## src/rtl/regfile_wb_pkg.sv

```systemverilog
// Shared widths, requester ids and the write-request payload for the
// register-file writeback arbiter.
package regfile_wb_pkg;

    localparam int unsigned DATA_W = 32;
    localparam int unsigned ADDR_W = 5;

    localparam logic [ADDR_W-1:0] ZERO_REG = '0;

    localparam logic REQ_LOAD = 1'b0;
    localparam logic REQ_ALU  = 1'b1;

    typedef struct packed {
        logic              valid;
        logic [ADDR_W-1:0] addr;
        logic [DATA_W-1:0] data;
    } wb_req_t;

endpackage

```

## src/rtl/regfile_wb_starve_ctr.sv

```systemverilog
// Counts consecutive req1 losses and raises a force-grant flag at the limit.
// Only instantiated when WB_ARB_ANTI_STARVE_EN is defined.
module regfile_wb_starve_ctr #(
    parameter int unsigned STARVE_LIMIT = 4
) (
    input  logic clk,
    input  logic rst_n,
    input  logic hold_i,
    input  logic req1_valid_i,
    input  logic req1_ready_i,
    output logic force_o
);

    localparam int unsigned CNT_W = $clog2(STARVE_LIMIT + 1);
    localparam logic [CNT_W-1:0] LIMIT = CNT_W'(STARVE_LIMIT);

    logic [CNT_W-1:0] cnt_q;
    logic [CNT_W-1:0] cnt_d;

    // Hold freezes the count; a grant or a dropped request clears it.
    always_comb begin
        cnt_d = cnt_q;
        if (!req1_valid_i || req1_ready_i) begin
            cnt_d = '0;
        end else if (!hold_i && (cnt_q != LIMIT)) begin
            cnt_d = cnt_q + CNT_W'(1);
        end
    end

    always_ff @(posedge clk or negedge rst_n) begin
        if (!rst_n) begin
            cnt_q <= '0;
        end else begin
            cnt_q <= cnt_d;
        end
    end

    assign force_o = req1_valid_i && (cnt_q == LIMIT);

endmodule

```

## src/rtl/regfile_wb_arbiter.sv

```systemverilog
// Fixed-priority writeback arbiter for the register-file write port; x0 writes
// are dropped. Optional req1 anti-starvation under WB_ARB_ANTI_STARVE_EN.
module regfile_wb_arbiter #(
    parameter int unsigned DATA_W = regfile_wb_pkg::DATA_W,
    parameter int unsigned ADDR_W = regfile_wb_pkg::ADDR_W
`ifdef WB_ARB_ANTI_STARVE_EN
    ,
    parameter int unsigned STARVE_LIMIT = 4
`endif
) (
    input  logic              clk,
    input  logic              rst_n,
    input  logic              hold,
    input  logic              req0_valid,
    input  logic [ADDR_W-1:0] req0_addr,
    input  logic [DATA_W-1:0] req0_data,
    output logic              req0_ready,
    input  logic              req1_valid,
    input  logic [ADDR_W-1:0] req1_addr,
    input  logic [DATA_W-1:0] req1_data,
    output logic              req1_ready,
    output logic              RegWrite,
    output logic [ADDR_W-1:0] WriteAddr,
    output logic [DATA_W-1:0] Writedata,
    output logic              last_grant
);

    import regfile_wb_pkg::*;

    logic force_c;

`ifdef WB_ARB_ANTI_STARVE_EN
    regfile_wb_starve_ctr #(
        .STARVE_LIMIT (STARVE_LIMIT)
    ) u_starve_ctr (
        .clk          (clk),
        .rst_n        (rst_n),
        .hold_i       (hold),
        .req1_valid_i (req1_valid),
        .req1_ready_i (req1_ready),
        .force_o      (force_c)
    );
`else
    assign force_c = 1'b0;
`endif

    logic grant_ok_c;

    // Readies stay low in reset so nothing is accepted while the outputs are cleared.
    assign grant_ok_c = rst_n && !hold;
    assign req0_ready = grant_ok_c && req0_valid && !force_c;
    assign req1_ready = grant_ok_c && req1_valid && (!req0_valid || force_c);

    logic              regwrite_q, regwrite_d;
    logic [ADDR_W-1:0] waddr_q,    waddr_d;
    logic [DATA_W-1:0] wdata_q,    wdata_d;
    logic              last_q,     last_d;

    // Winner selection and x0 filtering; address/data only move on a real write.
    always_comb begin
        regwrite_d = 1'b0;
        waddr_d    = waddr_q;
        wdata_d    = wdata_q;
        last_d     = last_q;
        if (req0_ready) begin
            last_d = REQ_LOAD;
            if (req0_addr != ADDR_W'(ZERO_REG)) begin
                regwrite_d = 1'b1;
                waddr_d    = req0_addr;
                wdata_d    = req0_data;
            end
        end else if (req1_ready) begin
            last_d = REQ_ALU;
            if (req1_addr != ADDR_W'(ZERO_REG)) begin
                regwrite_d = 1'b1;
                waddr_d    = req1_addr;
                wdata_d    = req1_data;
            end
        end
    end

    always_ff @(posedge clk or negedge rst_n) begin
        if (!rst_n) begin
            regwrite_q <= 1'b0;
            waddr_q    <= '0;
            wdata_q    <= '0;
            last_q     <= 1'b0;
        end else begin
            regwrite_q <= regwrite_d;
            waddr_q    <= waddr_d;
            wdata_q    <= wdata_d;
            last_q     <= last_d;
        end
    end

    assign RegWrite   = regwrite_q;
    assign WriteAddr  = waddr_q;
    assign Writedata  = wdata_q;
    assign last_grant = last_q;

endmodule

```

## config.mk

```make
export PLATFORM = sky130hd
export DESIGN_NAME = regfile_wb_arbiter
export DESIGN_NICKNAME = d
export VERILOG_FILES = /design/src/rtl/regfile_wb_pkg.sv /design/src/rtl/regfile_wb_starve_ctr.sv /design/src/rtl/regfile_wb_arbiter.sv
export SDC_FILE = /design/constraint.sdc
export NUM_CORES = 1
export LEC_CHECK = 0
export BUFFER_PORTS_ARGS = -buffer_cell sky130_fd_sc_hd__buf_4
export CORE_MARGIN = 2
export CORE_UTILIZATION = 43
export DETAILED_ROUTE_END_ITERATION = 6
export PLACE_DENSITY_LB_ADDON = 0.05
export SLEW_MARGIN = 20
export SYNTH_ARGS = -nofsm -noshare
export SYNTH_HDL_FRONTEND = slang
export SYNTH_SLANG_ARGS = --single-unit
```

## constraint.sdc

```tcl
create_clock -name clk -period 1.1 [get_ports clk]
set_input_delay 0.22 -clock clk [delete_from_list [all_inputs] [get_ports clk]]
set_output_delay 0.22 -clock clk [all_outputs]
set_load 0.01 [all_outputs]
```

# [Yosys cells after proc, flatten, opt, wreduce, memory -nomap -nowiden]
# Cells that the tools add are included.
[word_totals] regBits=39 inputBits=79 out_inout_bits=41 wordCells=30
[op_classes] n_eq_ne=1 mux=14 reduce_logical=11
[op_table] op="two-way mux 32 bit" n=4
[op_table] op="two-way mux 5 bit" n=4
[op_table] op="nonzero test 5 bit" n=2
[op_table] op="two-way mux 1 bit" n=6
[op_table] op="logical AND 1 bit" n=4
[op_table] op="nonzero test 2 bit" n=2
[op_table] op="AND reduction 3 bit" n=1
[op_table] op="zero test 1 bit" n=2
[op_table] op="!= test 2 x 1 -> 1 bit, second input constant" n=1

# [Depth between registers and ports, before layout]
[logic_depth] depth_word=6 depth_mapped=7 mapped_depth_nobuf=5

# [Worst setup path before layout]
# OpenSTA, ideal clock, no wires.
[synth_timing] path_type="input to register" start="in req1_addr[0]" end="reg waddr_q[1] (netlist: WriteAddr[1])" setup_time_ns=0.125 t_arrival_ns=1.496 t_required_ns=0.975 setup_slack_ns=-0.521 stages=6 path_buffers=2 path_cell_list="or4_1 -> o21ai_1 -> nand2_1 -> buf_6 -> buf_6 -> mux2_4"
[synth_between] elab_chain_cells=3
[synth_lines] element="start, declared" line_no="regfile_wb_arbiter.sv:19" source="input logic [ADDR_W-1:0] req1_addr,"
[synth_lines] element="nonzero test 5 bit" line_no="regfile_wb_arbiter.sv:74" source="if (req1_addr != ADDR_W'(ZERO_REG)) begin"
[synth_lines] element="nonzero test 2 bit (no source line)"
[synth_lines] element="AND reduction 3 bit (no source line)"
[synth_lines] element="end signal, assigned" line_no="regfile_wb_arbiter.sv:90" source="waddr_q <= waddr_d;"
[synth_lines] element="end, declared" line_no="regfile_wb_arbiter.sv:55" source="logic [ADDR_W-1:0] waddr_q, waddr_d;"
# No other way between the ends.
# A chain may end at the register's enable or synchronous reset.

# [Worst setup path after layout]
[layout_timing] start="in req1_addr[0]" end="reg wdata_q[6] (netlist: Writedata[6])"
[layout_between] elab_chain_cells=3
[layout_lines] element="nonzero test 5 bit" line_no="regfile_wb_arbiter.sv:74"
[layout_lines] element="nonzero test 2 bit (no source line)"
[layout_lines] element="AND reduction 3 bit (no source line)"
[layout_lines] element="end signal, assigned" line_no="regfile_wb_arbiter.sv:91" source="wdata_q <= wdata_d;"
[layout_lines] element="end, declared" line_no="regfile_wb_arbiter.sv:56" source="logic [DATA_W-1:0] wdata_q, wdata_d;"
# No other way between the ends.

==> impl_metrics.py <==
metrics = {
    "layout": {
        "drive_gt1_share_pct": 55.3,
        "area_growth_pct": 69.6,
        "fin_util_pct": 76.9,
        "final_area_um2": 3420,
        "layout.cells.non_filler": 399,
        "fillers": 305,
        "antenna_cells": 0,
        "fin_nets": 425,
    },
    "route": {
        "wl_per_cell_um": 14.6,
        "vias": 1929,
        "routed_via_density": 4.83,
        "antenna_left": 0,
        "drt_iter0_drc": 129,
        "first_pass_iters": 4,
        "drc_errors": 0,
        "drt-total-wl_mm": 5.82,
    },
    "clock_network": {
        "cts.sinks": 39,
        "clk-insertion-delay-late_ns": 0.29,
        "htree_levels": 2,
        "cts.path.max_buffers": 2,
        "cts.clk_slew.worst_paths_ns": 0.08,
        "cts_root_buffer": "clkbuf_8",
        "cts_tree": "done",
        "cts_buffers": 5,
    },
    "global_route": {
        "overflow": 0,
        "grt_max_degree": 38,
        "grt_pass1_vias": 1896,
        "grt_pass1_wl_mm": 8.98,
        "antenna_found_initial": 0,
        "grt_use_total_pct": 22.0,
    },
    "sta": {
        "finalCritPeriodShare_pct": 134,
        "finalCriticalPeriod_ns": 1.47,
        "worst_pin_slew_ns": 0.398,
        "setup_slack_ns": -0.369,
        "fmax_ghz": 0.681,
        "maxSlewHeadroom_pct": 73.5,
        "rsz0062_at_grt": "yes",
        "timing.hold.ws_ns": 0.107,
        "drv_slew": 0,
        "skew_ns": 0,
        "finalHoldViolations": 0,
        "fin_tns_setup_ns": -12.92,
        "setup_viol": 39,
    },
    "place": {
        "gp_congestion": 0.740,
        "place_hpwl_mm": 3.84,
        "port_buffers": 119,
        "dp.cells": 380,
        "preCtsSetupSlack_ns": -0.659,
        "place_area_um2": 3020,
    },
    "worst_setup_path": {
        "worst_setup_path_start_kind": "primary input",
        "reg2reg_depth": 1,
        "path_class": "primary input to flip-flop",
        "required_ns": 1.28,
        "cp_cell_sequence": "buf_6, or4_4, o21ai_4, nand2_4, clkbuf_16, mux2_4",
        "slowest_delay_ns": 0.54,
        "path_buf_inv": 2,
        "crit_arrival_ns": 1.64,
        "cp_top_family": "simple AND/OR/NAND/NOR gates",
        "path_max_fanout": 6,
        "r2r_end": "Writedata[2]",
        "worst_path_max_delay_cell": "or4_4",
        "end_kind": "flip-flop",
        "reg2reg_slack_ns": 0.31,
        "r2r-start": "Writedata[2]",
    },
    "synthesis": {
        "synth_cell_types": 16,
        "syn_nets": 289,
        "synth_warnings": 0,
        "avgSynthCellArea_um2": 9.60,
        "synth_seq_cells": 39,
        "yosysSeqAreaShare_pct": 48.4,
        "synth_area_um2": 2020,
        "syn_inst": 210,
    },
    "floorplan": {
        "die_area_um2": 5250,
        "die_h_um": 72.5,
        "die-width_um": 72.5,
        "start_util_pct": 45.4,
        "core_um2": 4440,
        "num_rows": 24,
        "boundaryPins": 120,
    },
    "power_and_ir_drop": {
        "cellPowerDensity_nw_per_um2": 1380,
        "p_total_mw": 4.72,
        "ir_drop_uv": 1050,
        "p_leak_nw": 1.86,
    },
    "status": {
        "outcome": "finished with violations",
        "violations": "negative setup slack",
    },
    "flow_run": {
        "drv_cap": 0,
    },
    "min_path": {
        "hold_path.class": "primary input to asynchronous set/reset pin",
    },
}
cells in the mapped netlist:
cell type | instances | share of area, %
buf_1 | 1 | 0.19
nor2_1 | 1 | 0.19
nand3b_1 | 1 | 0.37
a31oi_1 | 1 | 0.31
clkbuf_1 | 7 | 1.3
dfrtp_1 | 39 | 48
mux2_4 | 19 | 14
buf_2 | 1 | 0.25
mux2_1 | 8 | 4.5
nand2_1 | 112 | 21
or4_1 | 2 | 0.74
inv_1 | 2 | 0.37
o21ai_1 | 2 | 0.50
and4bb_2 | 1 | 0.62
mux2_2 | 10 | 5.6
buf_6 | 3 | 1.7
where the power goes:
group	total (mW)	switching [mW]	internal, mW
Clock	1.06	0.483	0.572
Combinational	1.72	0.619	1.10
Sequential	1.94	0.185	1.76
Total	4.72	1.29	3.43
registers in the layout, summed over array words and instances (netlist names):
register	flops
Writedata	32
RegWrite	1
last_grant	1
WriteAddr	5
placed cells by master (no fill, tap or decap), types with 2 or more instances in the layout:
cell and instances:
buf_12 2, buf_4 119, buf_6 14, bufbuf_16 2, clkbuf_16 2, clkbuf_8 7, dfrtp_1 39, mux2_2 10
mux2_4 27, nand2_1 111, o21ai_4 2, or4_4 2
metal layers:
| layer | GRT usage (%) | routed length [µm] |
|---|---|---|
| met1 | 29.3 | 2410 |
| met2 | 36.3 | 2850 |
| met3 | 5.14 | 506 |
| met4 | 5.97 | 53 |
| met5 | 0 | 0 |
kinds of logic (layout without fill, tap and decap cells):
group	after synthesis	after routing	share of synthesized area [%]
and+or+nand+nor	117	117	22.8
DFF	39	39	48.4
buffers and inverters	14	151	3.79
muxes	37	37	24.2
AOI/OAI and AO/OA	3	3	0.807
worst min-delay path, cell delays in order:
cell and delay (ns):
buf_4 0.10, dlymetal6s4s_1 0.25, buf_8 0.18
final cells by class:
class	instances	area, µm²	share of cell area [%]
clock buffer	8	100	2.93
inverter	2	7.51	0.220
multi-input combinational	157	1040	30.3
sequential	39	976	28.5
tap	52	65.1	1.90
timing repair buffer	141	1230	36.1
what timing repair did:
action                                  CTS  global route
endpoints found under the hold margin    39             0
gates resized for setup                  17            19
gates cloned                              2             3
buffers inserted                          4             2
endpoints found under the setup margin   39            41
hold buffers                              1             0
pin swaps                                 0             2
worst max path at each step:
stage | from | to | slack, ns | depth (start not counted)
global placement | req0_addr[0] | WriteAddr[0] | -0.62 | 6
CTS | req1_addr[0] | Writedata[2] | -0.31 | 6
global route | req1_addr[0] | Writedata[6] | -0.39 | 6
floorplan | req1_addr[0] | Writedata[10] | -0.52 | 6
finish | req1_addr[0] | Writedata[6] | -0.37 | 6
detailed placement | req0_addr[0] | Writedata[24] | -0.66 | 6
Note: power is estimated with default switching activity, not from simulation.
